--- config.mk ---
export PLATFORM = sky130hd
export DESIGN_NAME = fetch_unit_flat
export DESIGN_NICKNAME = d
export VERILOG_FILES = /design/src/rtl/fetch_unit_if.sv /design/src/rtl/fetch_unit.sv /design/src/flat_wrapper.sv
export SDC_FILE = /design/constraint.sdc
export NUM_CORES = 1
export LEC_CHECK = 0
export BUFFER_PORTS_ARGS = -buffer_cell sky130_fd_sc_hd__buf_2
export CAP_MARGIN = 10
export CORE_ASPECT_RATIO = 0.75
export CORE_MARGIN = 2
export CORE_UTILIZATION = 30
export CTS_BUF_LIST = sky130_fd_sc_hd__clkbuf_8
export DETAILED_ROUTE_END_ITERATION = 8
export SLEW_MARGIN = 40
export SYNTH_ARGS = -nofsm -noshare
export SYNTH_HDL_FRONTEND = slang
export SYNTH_SLANG_ARGS = --single-unit
--- constraint.sdc ---
create_clock -name clk -period 3.9 [get_ports clk]
set_clock_uncertainty 0.1 [all_clocks]
set_input_delay 0 -clock clk [delete_from_list [all_inputs] [get_ports clk]]
set_output_delay 0 -clock clk [all_outputs]
set_load 0.05 [all_outputs]
--- src/rtl/fetch_unit_if.sv ---
// Bundle of the redirect, instruction-memory and decode handshakes seen by fetch_unit.
// master is the fetch unit's view; slave is the surrounding environment's view.
interface fetch_unit_if;
  logic        redirect_valid;
  logic [31:0] redirect_pc;
  logic        imem_req_valid;
  logic [31:0] imem_req_addr;
  logic        imem_req_ready;
  logic        imem_rsp_valid;
  logic [31:0] imem_rsp_data;
  logic        inst_valid;
  logic [31:0] inst_data;
  logic [31:0] inst_pc;
  logic        inst_ready;

  modport master (
    input  redirect_valid, redirect_pc,
    output imem_req_valid, imem_req_addr,
    input  imem_req_ready, imem_rsp_valid, imem_rsp_data,
    output inst_valid, inst_data, inst_pc,
    input  inst_ready
  );

  modport slave (
    output redirect_valid, redirect_pc,
    input  imem_req_valid, imem_req_addr,
    output imem_req_ready, imem_rsp_valid, imem_rsp_data,
    input  inst_valid, inst_data, inst_pc,
    output inst_ready
  );
endinterface

--- src/rtl/fetch_unit.sv ---
// Instruction fetch front end: owns the PC, keeps one imem fetch outstanding at most,
// and hands returned words to decode through a one-entry buffer.
module fetch_unit #(
  parameter logic [31:0] RESET_PC = 32'h0000_0000
) (
  input logic          clk,
  input logic          rst,
  fetch_unit_if.master bus
);

  typedef enum logic [1:0] {
    S_REQ  = 2'd0,
    S_WAIT = 2'd1,
    S_HOLD = 2'd2
  } state_t;

  state_t      state, state_n;
  logic [31:0] pc, pc_n;
  logic [31:0] fetch_pc, fetch_pc_n;
  logic        discard, discard_n;
  logic        inst_valid, inst_valid_n;
  logic [31:0] inst_data, inst_data_n;
  logic [31:0] inst_pc, inst_pc_n;
  logic        req_fire;

  assign bus.imem_req_valid = (state == S_REQ) && !rst;
  assign bus.imem_req_addr  = pc;
  assign bus.inst_valid     = inst_valid;
  assign bus.inst_data      = inst_data;
  assign bus.inst_pc        = inst_pc;
  assign req_fire           = bus.imem_req_valid && bus.imem_req_ready;

  always_ff @(posedge clk) begin
    if (rst) begin
      state      <= S_REQ;
      pc         <= RESET_PC;
      fetch_pc   <= 32'h0;
      discard    <= 1'b0;
      inst_valid <= 1'b0;
      inst_data  <= 32'h0;
      inst_pc    <= 32'h0;
    end else begin
      state      <= state_n;
      pc         <= pc_n;
      fetch_pc   <= fetch_pc_n;
      discard    <= discard_n;
      inst_valid <= inst_valid_n;
      inst_data  <= inst_data_n;
      inst_pc    <= inst_pc_n;
    end
  end

  always_comb begin
    state_n      = state;
    pc_n         = pc;
    fetch_pc_n   = fetch_pc;
    discard_n    = discard;
    inst_valid_n = inst_valid;
    inst_data_n  = inst_data;
    inst_pc_n    = inst_pc;

    unique case (state)
      S_REQ: begin
        if (req_fire) begin
          fetch_pc_n = pc;
          pc_n       = pc + 32'd4;
          state_n    = S_WAIT;
        end
      end
      S_WAIT: begin
        if (bus.imem_rsp_valid) begin
          if (discard) begin
            discard_n = 1'b0;
            state_n   = S_REQ;
          end else begin
            inst_valid_n = 1'b1;
            inst_data_n  = bus.imem_rsp_data;
            inst_pc_n    = fetch_pc;
            state_n      = S_HOLD;
          end
        end
      end
      S_HOLD: begin
        if (inst_valid && bus.inst_ready) begin
          inst_valid_n = 1'b0;
          state_n      = S_REQ;
        end
      end
      default: state_n = S_REQ;
    endcase

    // A redirect overrides everything above; a fetch already in flight must be marked stale.
    if (bus.redirect_valid) begin
      pc_n         = {bus.redirect_pc[31:2], 2'b00};
      inst_valid_n = 1'b0;
      inst_data_n  = inst_data;
      inst_pc_n    = inst_pc;
      unique case (state)
        S_REQ: begin
          if (req_fire) begin
            state_n   = S_WAIT;
            discard_n = 1'b1;
          end else begin
            state_n = S_REQ;
          end
        end
        S_WAIT: begin
          if (bus.imem_rsp_valid) begin
            state_n   = S_REQ;
            discard_n = 1'b0;
          end else begin
            state_n   = S_WAIT;
            discard_n = 1'b1;
          end
        end
        default: state_n = S_REQ;
      endcase
    end
  end

endmodule

--- src/flat_wrapper.sv ---
// flat-port wrapper written by rule: the top's interface ports become plain ports
module fetch_unit_flat 
#(
  parameter logic [31:0] RESET_PC = 32'h0000_0000
)
  (clk, rst, bus_redirect_valid, bus_redirect_pc, bus_imem_req_valid, bus_imem_req_addr, bus_imem_req_ready, bus_imem_rsp_valid, bus_imem_rsp_data, bus_inst_valid, bus_inst_data, bus_inst_pc, bus_inst_ready);
  fetch_unit_if bus_i ();
  input logic clk;
  input logic rst;
  input wire logic [$bits(bus_i.redirect_valid)-1:0] bus_redirect_valid;
  input wire logic [$bits(bus_i.redirect_pc)-1:0] bus_redirect_pc;
  output wire logic [$bits(bus_i.imem_req_valid)-1:0] bus_imem_req_valid;
  output wire logic [$bits(bus_i.imem_req_addr)-1:0] bus_imem_req_addr;
  input wire logic [$bits(bus_i.imem_req_ready)-1:0] bus_imem_req_ready;
  input wire logic [$bits(bus_i.imem_rsp_valid)-1:0] bus_imem_rsp_valid;
  input wire logic [$bits(bus_i.imem_rsp_data)-1:0] bus_imem_rsp_data;
  output wire logic [$bits(bus_i.inst_valid)-1:0] bus_inst_valid;
  output wire logic [$bits(bus_i.inst_data)-1:0] bus_inst_data;
  output wire logic [$bits(bus_i.inst_pc)-1:0] bus_inst_pc;
  input wire logic [$bits(bus_i.inst_ready)-1:0] bus_inst_ready;
  assign bus_i.redirect_valid = bus_redirect_valid;
  assign bus_i.redirect_pc = bus_redirect_pc;
  assign bus_imem_req_valid = bus_i.imem_req_valid;
  assign bus_imem_req_addr = bus_i.imem_req_addr;
  assign bus_i.imem_req_ready = bus_imem_req_ready;
  assign bus_i.imem_rsp_valid = bus_imem_rsp_valid;
  assign bus_i.imem_rsp_data = bus_imem_rsp_data;
  assign bus_inst_valid = bus_i.inst_valid;
  assign bus_inst_data = bus_i.inst_data;
  assign bus_inst_pc = bus_i.inst_pc;
  assign bus_i.inst_ready = bus_inst_ready;
  fetch_unit #(.RESET_PC(RESET_PC)) u_core (.clk(clk), .rst(rst), .bus(bus_i));
endmodule
# Word level (Yosys, flattened, before mapping)
# Index checks and enable logic that the tools add are counted.
# word_totals
ff_bits	132
inputBits	70
# op_classes
addsub	1
eq_ne	8
n_mux	22
bitwise	2
n_reduce_logical	14
# op_table
cell	count
$mux 32	3
$add 32x3->32 const B	1
$mux 1	10
$mux 2	5
$reduce_and 4->1	2
$ne 3x2->1 const B	2
$pmux 2 s3	1
$reduce_bool 2->1	3
$ne 2x2->1 const B	2
$pmux 1 s2	2
$pmux 2 s2	1
$reduce_and 2->1	2
$logic_and 1x1->1	3
$ne 3x3->1 const B	1
$reduce_and 3->1	1
$eq 2x1->1 const B	1
$eq 2x2->1 const B	1
$logic_not 2->1	1
$ne 2x1->1 const B	1
$not 1->1	2
$reduce_or 2->1	1
$logic_not 1->1	1

# Logic depth before layout (Yosys ltp)
# logic_depth
depth_word	6
ltp_mapped	7
ltp_nobuf	5

# Worst setup path before layout
# Ideal clock, no wire load.
# synth_timing
kind	reg-to-reg
startpoint	reg u_core.pc[2], in the netlist u_core.bus.imem_req_addr[2]
endpoint	reg u_core.pc[16], in the netlist u_core.bus.imem_req_addr[16]
setup_time_ns	0.091
arrival_time_ns	2.394
required_time_ns	3.709
slack_ns	1.316
path_stages_with_launch	7
n_path_buf	1
synth_period_minus_slack_ns	2.584
path_cell_list	dfxtp_1 -> ha_1 -> inv_1 -> or4_1 -> clkbuf_2 -> or4_1 -> a311oi_1
# synth_via
elab_chain_len	4
# synth_rtl
item	line	text
start, declared	fetch_unit.sv:18	logic [31:0] pc, pc_n;
start signal, assigned	fetch_unit.sv:44	pc <= pc_n;
$add 32x3->32	fetch_unit.sv:66	pc_n = pc + 32'd4;
$mux 32	fetch_unit.sv:64	if (req_fire) begin
$mux 32	fetch_unit.sv:62	unique case (state)
$mux 32	fetch_unit.sv:93	if (bus.redirect_valid) begin
# No other way between the ends. The select of a mux whose other input is x is not followed.
# A chain may end at the register's enable or synchronous reset.

# Worst setup path in the final report
# layout_timing
startpoint	reg u_core.state[1]
endpoint	reg u_core.pc[21], in the netlist u_core.bus.imem_req_addr[21]
# layout_via
elab_chain_len	5
# layout_rtl
item	line	text
start, declared	fetch_unit.sv:17	state_t state, state_n;
start signal, assigned	fetch_unit.sv:43	state <= state_n;
$logic_not 2->1 *	fetch_unit.sv:26, fetch_unit.sv:62	
$logic_and 1x1->1	fetch_unit.sv:26	assign bus.imem_req_valid = (state == S_REQ) && !rst;
$logic_and 1x1->1	fetch_unit.sv:31	assign req_fire = bus.imem_req_valid && bus.imem_req_ready;
$reduce_bool 2->1 (no source line)	n/a	
$reduce_and 2->1 (no source line) *	n/a	
# Every way passes the cells marked *; elsewhere a longest branch is shown, timed or not.

==> reports/metrics.cfg <==
[critical_path]
reg2reg_depth=5
crit_path_max_fanout=12
rrSetupSlack_ns=0.61
cp-end-kind=flop
rr_startpoint=u_core.state[1]
cp_cell_sequence=or4b_4 -> or4_1 -> or3_1 -> a2111oi_1 -> dlygate4sd3_1
setup.worst_path.class=flop to flop
max_stage_delay_ns=0.74
crit_family=simple AND/OR/NAND/NOR gates
crit_arrival_ns=3.58
cp.required_ns=4.19
start_kind=flop
cp_slowest_cell=or4_1
crit_buf_inv=1
r2r-end=u_core.bus.imem_req_addr[21]

[job]
drv_cap=0

[logic_synthesis]
synth-seq-cells=126
async_reset_ff_frac=0
synth_area_leaders=dfxtp_1, nand2_1, a21oi_1
synth_top_area_frac=0.485
syn_area_per_cell_um2=7.84
netlist_instances=664
synth_area_mm2=0.00520
synth.distinct_cells=53
synth-seq-area-share=0.485
yosys_warnings=0
synth_top_area_cell=dfxtp_1
synthFlopType=dfxtp_1
synth_edf_count=0

[drt]
via_count=5426
via_per_inst=4.90
drc=0
drt_first_pass_iters=5
ant_nets=0
drt_wl_total_um=16800
wl_per_cell_um=15.1
drt-initial-drc-count=373

[pwr]
power.total_mw=3.15
p_per_area_mw_per_mm2=425
p_int_mw=2.28
peakVddDrop_uv=175
seqPwrFrac=0.445
switching_share=0.276
power.leakage_nw=3.01
clockPowerShare=0.421
p_sw_mw=0.870
p_comb_frac=0.134

[sta]
tightest_slew_ns=0.823
fin_setup_tns_ns=0
relSlewSlack=0.447
hold_viol=0
drv_slew=0
grt_setup_unrepaired=no
clock.fmax_mhz=304
finalSetupViolCount=0
fin_crit_ns=3.29
fin_crit_sh=0.844

[cts]
post_cts_buffers=0
numCtsBuffers=17
clk_pin_slew_ns=0.08
cts_max_level=4
cts_tree=done
clk_latency_ns=0.44
cts-root-buf=clkbuf_8
cts.sinks=126
cts_buffer_depth=2

[place]
dp_hpwl_um=10500
gp_congestion=0.803
port_buffers=161

[cells_and_area]
drive_above_1_share=0.235
final_net_count=951
fill_cells=1699
syn2layout_area_growth_pct=42.4
diodes=0

[min_path]
hold_depth=3
hold_start=bus_redirect_valid
min_path_type=input pin to flop
holdPathEnd=u_core.bus.imem_req_addr[22]

[floorplan]
die_w_um=156
start_util=0.308
die_area_mm2=0.0184
core_area_mm2=0.0169
rows=41
die_h_um=118
ioPinCount=168

[global_route]
grt_overflow=0
antenna_found_initial=0
grt_max_degree=63
grt_pass1_vias=5083
track_usage=0.183
grt_pass1_wl_um=26700

[status]
status=complete, no violations

[through the flow]
stage               worst slack (ns)  std cells  hold slack [ns]  instance area, um2   util
floorplan                       1.32        667           0.0360                5220      -
global placement                1.20        994            0.129                6120  0.363
detailed placement              1.18        994            0.131                6120  0.363
CTS                            0.639       1108           0.0657                7400  0.438
global route                   0.509       1108            0.122                7410  0.439
finish                         0.607       1108           0.0896                7410  0.439
[timing repair]
item                                    CTS  global route
hold buffers                             82             0
endpoints found under the hold margin    83             0
resized for setup                         0             0
endpoints found under the setup margin    0             0
[power by group through the flow]
stage,clock [mW],sequential (mW),combinational [mW]
after CTS,1.36,1.40,0.421
final,1.33,1.40,0.422
after detailed placement,0,1.43,0.354
after global routing,1.42,1.41,0.455
after floorplan,0,1.52,0.146
after global placement,0,1.43,0.351
[cell usage in the layout (no fill, tap or decap), types with 4 or more instances in the layout]
cell type,instances
and3_1,4
inv_1,12
nand3_1,9
nor4_1,10
dfxtp_1,126
buf_4,9
clkbuf_8,19
nor2_1,22
dlygate4sd3_1,82
nand2_1,206
nor3_1,8
buf_2,160
xnor2_1,4
a2111oi_0,8
or3_1,4
nor4_2,4
clkinv_2,5
a211oi_1,14
nand4_1,14
conb_1,4
or4_1,7
a21oi_1,66
a311oi_1,4
o21ai_0,36
bufinv_16,5
and4_1,7
xor2_1,6
[area by class of cell]
cell class | instances | area, um2 | share of cell area
flip-flops and latches | 126 | 2520 | 0.340
clock buffers | 19 | 262 | 0.0353
multi-input cells | 471 | 2420 | 0.327
repair buffers | 251 | 1690 | 0.228
inverters | 13 | 48.8 | 0.00659
well taps | 215 | 269 | 0.0363
clock inverters | 13 | 194 | 0.0262
[metal layers]
layer / GRT usage / up-vias / routed length [um]
met1: 0.256 / 2508 / 8360
met2: 0.274 / 184 / 7230
met4: 0.0487 / 0 / 134
li1: - / 2723 / -
met3: 0.0541 / 11 / 1060
met5: 0 / - / 0
[Yosys cell counts, drive strengths merged (8+ instances only)]
cell type / number
clkbuf: 46
nand4: 14
a21oi: 66
inv: 12
nand3: 9
nor3: 8
buf: 11
or4: 8
nor2: 22
nand2: 206
o21ai: 36
dfxtp: 126
a211oi: 14
nor4: 14
a2111oi: 9
[worst min-delay path: stages]
cell,delay (ns)
buf_2,0.32
nor2_1,0.16
a2111oi_0,0.09
[state kept, by name (all words and copies together), names as in the netlist]
name and count:
u_core.discard 1, u_core.bus.inst_valid 1, u_core.fetch_pc 30, u_core.bus.imem_req_addr 30, u_core.bus.inst_pc 30, u_core.bus.inst_data 32, u_core.state 2
[cell families after synthesis]
group,synth area share
simple gates,0.264
compound gates,0.174
flops,0.485
buf+inv,0.0565
xor+xnor,0.0168
fa+ha+maj,0.00240
other cells,0.000721
[worst max-delay path by stage]
| stage | endpoint | start | depth (start not counted) | slack (ns) |
|---|---|---|---|---|
| floorplan | u_core.bus.imem_req_addr[16] | u_core.bus.imem_req_addr[2] | 6 | 1.32 |
| global placement | u_core.bus.imem_req_addr[21] | u_core.state[1] | 4 | 1.20 |
| detailed placement | u_core.bus.imem_req_addr[21] | u_core.state[1] | 4 | 1.18 |
| CTS | u_core.bus.imem_req_addr[21] | u_core.state[1] | 5 | 0.64 |
| global route | u_core.bus.imem_req_addr[21] | u_core.state[1] | 5 | 0.51 |
| finish | u_core.bus.imem_req_addr[21] | u_core.state[1] | 5 | 0.61 |
Note: power is estimated with default switching activity, not from simulation.
